==> config.mk <==
export PLATFORM = sky130hd
export DESIGN_NAME = muldiv_seq
export DESIGN_NICKNAME = d
export VERILOG_FILES = /design/src/rtl/muldiv_seq.sv
export SDC_FILE = /design/constraint.sdc
export NUM_CORES = 1
export LEC_CHECK = 0
export ABC_AREA = 1
export BUFFER_PORTS_ARGS = -buffer_cell sky130_fd_sc_hd__buf_2
export CORE_ASPECT_RATIO = 2
export CORE_MARGIN = 2
export CORE_UTILIZATION = 42
export CTS_CLUSTER_DIAMETER = 150
export DETAILED_ROUTE_END_ITERATION = 6
export GPL_TIMING_DRIVEN = 0
export MAX_ROUTING_LAYER = met4
export PLACE_DENSITY = 0.69
export SLEW_MARGIN = 20
export SYNTH_ARGS = -nofsm -noshare
export SYNTH_HDL_FRONTEND = slang
export SYNTH_SLANG_ARGS = --single-unit
==> constraint.sdc <==
create_clock -name clk -period 5.4 [get_ports clk]
set_clock_uncertainty 0.05 [all_clocks]
set_input_delay 0.27 -clock clk [delete_from_list [all_inputs] [get_ports clk]]
set_output_delay 0.27 -clock clk [all_outputs]
set_load 0.005 [all_outputs]
==> src/rtl/muldiv_seq.sv <==
// Iterative 16-bit shift-add multiplier / restoring divider writing Lo/Hi to a register file.
// Define MULDIV_SIGNED_EN to enable two's-complement operation selected by op[1].
module muldiv_seq #(
    parameter int unsigned WIDTH = 16,
    parameter int unsigned ITER  = 16
) (
    input  logic             clk,
    input  logic             rst_n,
    input  logic             start,
    input  logic [1:0]       op,
    input  logic [WIDTH-1:0] a,
    input  logic [WIDTH-1:0] b,
    input  logic [3:0]       dest,
    output logic             busy,
    output logic             write_enable,
    output logic [3:0]       select_input,
    output logic [WIDTH-1:0] result,
    output logic             div_by_zero,
    output logic             done
);
    localparam int unsigned CW = $clog2(ITER);

    typedef enum logic [1:0] {StIdle, StCalc, StWbLo, StWbHi} state_e;
    state_e state_q, state_d;

    logic             is_div_q, dz_q;
    logic [WIDTH-1:0] a_q, opnd_q, hi_q, lo_q;
    logic [3:0]       dest_q;
    logic [CW-1:0]    cnt_q;
    logic             last_iter;
    logic [WIDTH-1:0] mag_a, mag_b;
    logic [WIDTH-1:0] step_hi, step_lo, fix_hi, fix_lo;
    logic [WIDTH:0]   sum, rem_sh, trial;

    assign last_iter = (cnt_q == CW'(ITER - 1));

`ifdef MULDIV_SIGNED_EN
    logic neg_lo_q, neg_hi_q;
    assign mag_a = (op[1] && a[WIDTH-1]) ? -a : a;
    assign mag_b = (op[1] && b[WIDTH-1]) ? -b : b;

    always_ff @(posedge clk or negedge rst_n) begin
        if (!rst_n) begin
            neg_lo_q <= 1'b0;
            neg_hi_q <= 1'b0;
        end else if (state_q == StIdle && start) begin
            neg_lo_q <= op[1] & (a[WIDTH-1] ^ b[WIDTH-1]);
            neg_hi_q <= op[1] & a[WIDTH-1];
        end
    end
`else
    logic unused_op;
    assign unused_op = op[1];
    assign mag_a = a;
    assign mag_b = b;
`endif

    // One iteration: {hi,lo} is product/multiplier for multiply, remainder/quotient for divide.
    always_comb begin
        sum     = {1'b0, hi_q} + {1'b0, opnd_q};
        rem_sh  = {hi_q, lo_q[WIDTH-1]};
        trial   = rem_sh - {1'b0, opnd_q};
        step_hi = hi_q;
        step_lo = lo_q;
        if (is_div_q) begin
            if (rem_sh >= {1'b0, opnd_q}) begin
                step_hi = trial[WIDTH-1:0];
                step_lo = {lo_q[WIDTH-2:0], 1'b1};
            end else begin
                step_hi = rem_sh[WIDTH-1:0];
                step_lo = {lo_q[WIDTH-2:0], 1'b0};
            end
        end else if (lo_q[0]) begin
            {step_hi, step_lo} = {sum, lo_q[WIDTH-1:1]};
        end else begin
            {step_hi, step_lo} = {1'b0, hi_q, lo_q[WIDTH-1:1]};
        end
    end

    // Sign and divide-by-zero fix-up folded into the final CALC edge.
    always_comb begin
        fix_hi = step_hi;
        fix_lo = step_lo;
`ifdef MULDIV_SIGNED_EN
        if (!is_div_q) begin
            if (neg_lo_q) {fix_hi, fix_lo} = -{step_hi, step_lo};
        end else begin
            if (neg_lo_q) fix_lo = -step_lo;
            if (neg_hi_q) fix_hi = -step_hi;
        end
`endif
        if (dz_q) begin
            fix_lo = '1;
            fix_hi = a_q;
        end
    end

    always_ff @(posedge clk or negedge rst_n) begin
        if (!rst_n) begin
            is_div_q <= 1'b0;
            dz_q     <= 1'b0;
            a_q      <= '0;
            opnd_q   <= '0;
            hi_q     <= '0;
            lo_q     <= '0;
            dest_q   <= '0;
            cnt_q    <= '0;
        end else begin
            case (state_q)
                StIdle: begin
                    if (start) begin
                        is_div_q <= op[0];
                        dz_q     <= op[0] && (b == '0);
                        a_q      <= a;
                        dest_q   <= dest;
                        cnt_q    <= '0;
                        hi_q     <= '0;
                        lo_q     <= op[0] ? mag_a : mag_b;
                        opnd_q   <= op[0] ? mag_b : mag_a;
                    end
                end
                StCalc: begin
                    cnt_q <= cnt_q + 1'b1;
                    hi_q  <= last_iter ? fix_hi : step_hi;
                    lo_q  <= last_iter ? fix_lo : step_lo;
                end
                default: ;
            endcase
        end
    end

    always_ff @(posedge clk or negedge rst_n) begin
        if (!rst_n) state_q <= StIdle;
        else        state_q <= state_d;
    end

    always_comb begin
        state_d = state_q;
        case (state_q)
            StIdle:  if (start) state_d = StCalc;
            StCalc:  if (last_iter) state_d = StWbLo;
            StWbLo:  state_d = StWbHi;
            StWbHi:  state_d = StIdle;
            default: state_d = StIdle;
        endcase
    end

    always_comb begin
        busy         = (state_q != StIdle);
        write_enable = 1'b0;
        select_input = '0;
        result       = '0;
        div_by_zero  = 1'b0;
        done         = 1'b0;
        case (state_q)
            StWbLo: begin
                write_enable = 1'b1;
                select_input = dest_q;
                result       = lo_q;
                div_by_zero  = dz_q;
            end
            StWbHi: begin
                write_enable = 1'b1;
                select_input = dest_q + 4'd1;
                result       = hi_q;
                div_by_zero  = dz_q;
                done         = 1'b1;
            end
            default: ;
        endcase
    end

endmodule

==> flow_summary.rst <==
.. list-table::
   :header-rows: 1

   * - Metric
     - Value
   * - CTS root buffer
     - sky130_fd_sc_hd__clkbuf_16
   * - DRT Pass-1 Iters
     - 6
   * - Critical path fanouts, max
     - 10
   * - Leakage dissipation
     - 0.00397 uW
   * - Power share of the sequential group
     - 0.201
   * - Area growth, synth to finish
     - 13.6%
   * - Yosys reg bits
     - 76
   * - Combinational family with the most area after synthesis
     - simple AND/OR/NAND/NOR gates
   * - Antenna violations before repair
     - 0
   * - Die Area
     - 0.0163 sq mm
   * - Synthesized Nets
     - 1095
   * - Initial Util
     - 0.430
   * - Final critical-path share of the clock period
     - 0.505
   * - TritonCTS clock tree
     - yes
   * - Via count
     - 7141
   * - Hold WC Path Type
     - input port to flip-flop
   * - Highest attainable clock frequency
     - 367 MHz
   * - GR Overflow Total
     - 0
   * - Element type at the critical path end
     - primary output
   * - Post-detail-place hpwl
     - 19900 um
   * - Num rows
     - 63
   * - Synth Area per Inst
     - 6.32 sq um
   * - Synth area leaders
     - sky130_fd_sc_hd__dfrtp_1, sky130_fd_sc_hd__nand2_1, sky130_fd_sc_hd__inv_1, sky130_fd_sc_hd__nand3_1, sky130_fd_sc_hd__ha_1
   * - Number of port buffers
     - 63
   * - Post-synth top area cell
     - sky130_fd_sc_hd__dfrtp_1
   * - Vias in the first global route
     - 7320
   * - Cell variety after synth
     - 38
   * - Area share of the largest cell type after synthesis
     - 0.297
   * - VDD IR max
     - 0.311 mV
   * - Top Ports
     - 65
   * - Outcome
     - finished, final reports clean
   * - Final Hold Fails
     - 0
   * - Maximum number of buffers from clock root to sink
     - 2
   * - H-tree level count
     - 3
   * - Critical path class
     - flip-flop to primary output
   * - Global-route wire length before repair
     - 37700 um
   * - ANT nets after route
     - 0
   * - Die Width
     - 91.4 um
   * - Number of buffers added by the clock tree synthesis step
     - 9
   * - Mux share of post-synthesis cell area
     - 0
   * - Avg Vias per Cell
     - 5.54
   * - Share of layout cells above drive strength 1
     - 0.0904
   * - Synth warn
     - 0
   * - Sw Share
     - 0.550
   * - Share of total power in the clock network
     - 0.114
   * - Internal power
     - 2280 uW
   * - Worst slew slack as a fraction of its limit
     - 0.439
   * - Arithmetic-cell share of the synthesized area counting full adders, half adders and majority gates
     - 0.0804
   * - Most common library cell in the layout ignoring fill and taps
     - sky130_fd_sc_hd__nand2_1
   * - Time the worst path needs with I/O delays and setup
     - 2.73 ns
   * - Worst setup path start
     - state_q[0]$_DFFE_PN0P_
   * - Source of the worst register-to-register timing path
     - hi_q[0]$_DFFE_PN0P_
   * - Count of maximum capacitance violations
     - 0
   * - Final routed DRC violation total
     - 0
   * - Critical path launch point type
     - flip-flop
   * - Routed WL per cell
     - 18.9 um
   * - Total Routing Usage GR
     - 0.316
   * - Portion of total power attributed to combinational logic
     - 0.685
   * - Data arrival time of the critical path
     - 2.41 ns
   * - Final setup fails
     - 0
   * - Crit path required time
     - 5.08 ns
   * - Power per cell area
     - 696 mW/mm^2
   * - Final weighted congestion of routability-driven global placement
     - 1.04
   * - First DRT Iteration DRCs
     - 437
   * - Unrepaired setup endpoints after global routing
     - false
   * - Routed wire length
     - 24400 um
   * - Xor-xnor portion of the synthesized cell area
     - 0.0123
   * - Final cell utilization of the core
     - 0.489
   * - Overall die height
     - 179 um
   * - Simple-gate share of the synthesized area
     - 0.325
   * - Sequential cell area fraction in the yosys report
     - 0.297
   * - # diodes
     - 0
   * - Total negative slack
     - 0 ns
   * - Max-slew violation count
     - 0
   * - Highest-count cells in the layout ignoring fill and taps
     - sky130_fd_sc_hd__nand2_1, sky130_fd_sc_hd__inv_1, sky130_fd_sc_hd__nand3_1
   * - Number of sinks driven by the clock tree
     - 76
   * - HP Start
     - dest[2]
   * - Later-pin clock latency in the skew report
     - 0.36 ns
   * - Area of the mapped netlist
     - 0.00641 sq mm
   * - Reg clk slew, reported paths
     - 0.06 ns
   * - Area of the core region
     - 0.0149 sq mm
   * - Number of nets in the layout
     - 1171
   * - Slew @ Worst Pin
     - 0.841 ns
   * - Maximum number of pins on one net before global-route repair
     - 49
   * - Total net switching power
     - 2790 uW
   * - Number of standard cells after synthesis
     - 1014
   * - Compound-Gate Fraction of Synth Area
     - 0.168
## state kept, by name, summed over array words and instances, names as in the netlist
name      flops
a_q          16
hi_q         16
lo_q         16
opnd_q       16
cnt_q         4
dest_q        4
state_q       2
dz_q          1
is_div_q      1
## cell families after synthesis
kind of cell / count (synthesis)
AO/OA/AOI/OAI: 198
adder cells (fa/ha/maj): 40
flip-flops: 76
AND/OR/NAND/NOR: 495
XOR/XNOR: 9
buffers and inverters: 196
## layout make-up
class,count,area (sq um)
timing repair buffer,65,355
inverter,160,606
multi-input combinational,742,3750
fill,1614,7620
tap,195,244
buffer,36,150
clock inverter,5,27.5
sequential,76,1900
clock buffer,11,243
## synthesized netlist by cell type (all sizes together)
cell type,number
nor3,4
o21bai,3
ha,38
clkbuf,30
or2,1
nor2,39
buf,6
nand3b,7
a21oi,64
xnor2,4
o21ai,96
dfrtp,76
and2,4
o22ai,16
o221ai,1
nand4,6
a211oi,1
clkinv,5
a22o,1
xor2,5
o211ai,16
inv,155
nand2,330
nand3,102
nor4,2
fa,2
## final timing paths
| kind | end | cells after the start | slack, ns |
|---|---|---|---|
| setup / recovery | result[0] | 6 | 2.67 |
| hold / removal | dest_q[2]$_DFFE_PN0P_ | 3 | 0.06 |
| setup reg to reg | hi_q[15]$_DFFE_PN0P_ | 18 | 2.80 |
| hold reg to reg | cnt_q[1]$_DFFE_PN0P_ | 2 | 0.47 |
| max in group asynchronous | opnd_q[14]$_DFFE_PN0P_ | 3 | 4.33 |
| min in group asynchronous | hi_q[2]$_DFFE_PN0P_ | 2 | 0.35 |
## through the flow
stage | cell area [sq um] | cells | hold WS (ns) | worst slack (ns) | total power [uW]
after floorplan | 6410 | 1014 | -0.0756 | 3.41 | 3370
after global placement | 6970 | 1272 | 0.413 | 2.89 | 4380
after detailed placement | 7000 | 1273 | 0.195 | 2.86 | 4410
after CTS | 7280 | 1290 | 0.0565 | 2.73 | 5010
after global routing | 7280 | 1290 | 0.0805 | 2.58 | 5510
final | 7280 | 1290 | 0.0586 | 2.67 | 5070
## metal layers
layer	global-route usage	part of all wire	vias up
li1	-	-	3445
met5	-	0	-
met3	0.0399	0.049	122
met1	0.269	0.32	3260
met2	0.595	0.54	314
met4	0.274	0.096	0
## timing repair
item	4_1_cts	5_1_grt
buffers inserted	0	0
gates resized for setup	0	0
endpoints found under the setup margin	0	0
hold buffers	1	0
hold endpoints to repair	28	0
## critical path, stage by stage (launching register included)
cell and delay [ns]:
sky130_fd_sc_hd__dfrtp_1 0.40, sky130_fd_sc_hd__inv_1 0.10, sky130_fd_sc_hd__ha_1 0.26, sky130_fd_sc_hd__clkinv_1 0.40, sky130_fd_sc_hd__clkbuf_1 0.40, sky130_fd_sc_hd__o22ai_1 0.31, sky130_fd_sc_hd__buf_2 0.16
## power by group through the flow
stage	clock network [uW]	logic (uW)	registers [uW]
after floorplan	0	2410	963
after global placement	0	3360	1020
after detailed placement	0	3390	1020
after CTS	579	3420	1020
after global routing	598	3870	1050
final	576	3470	1020
Power figures use the tool's default switching activity.
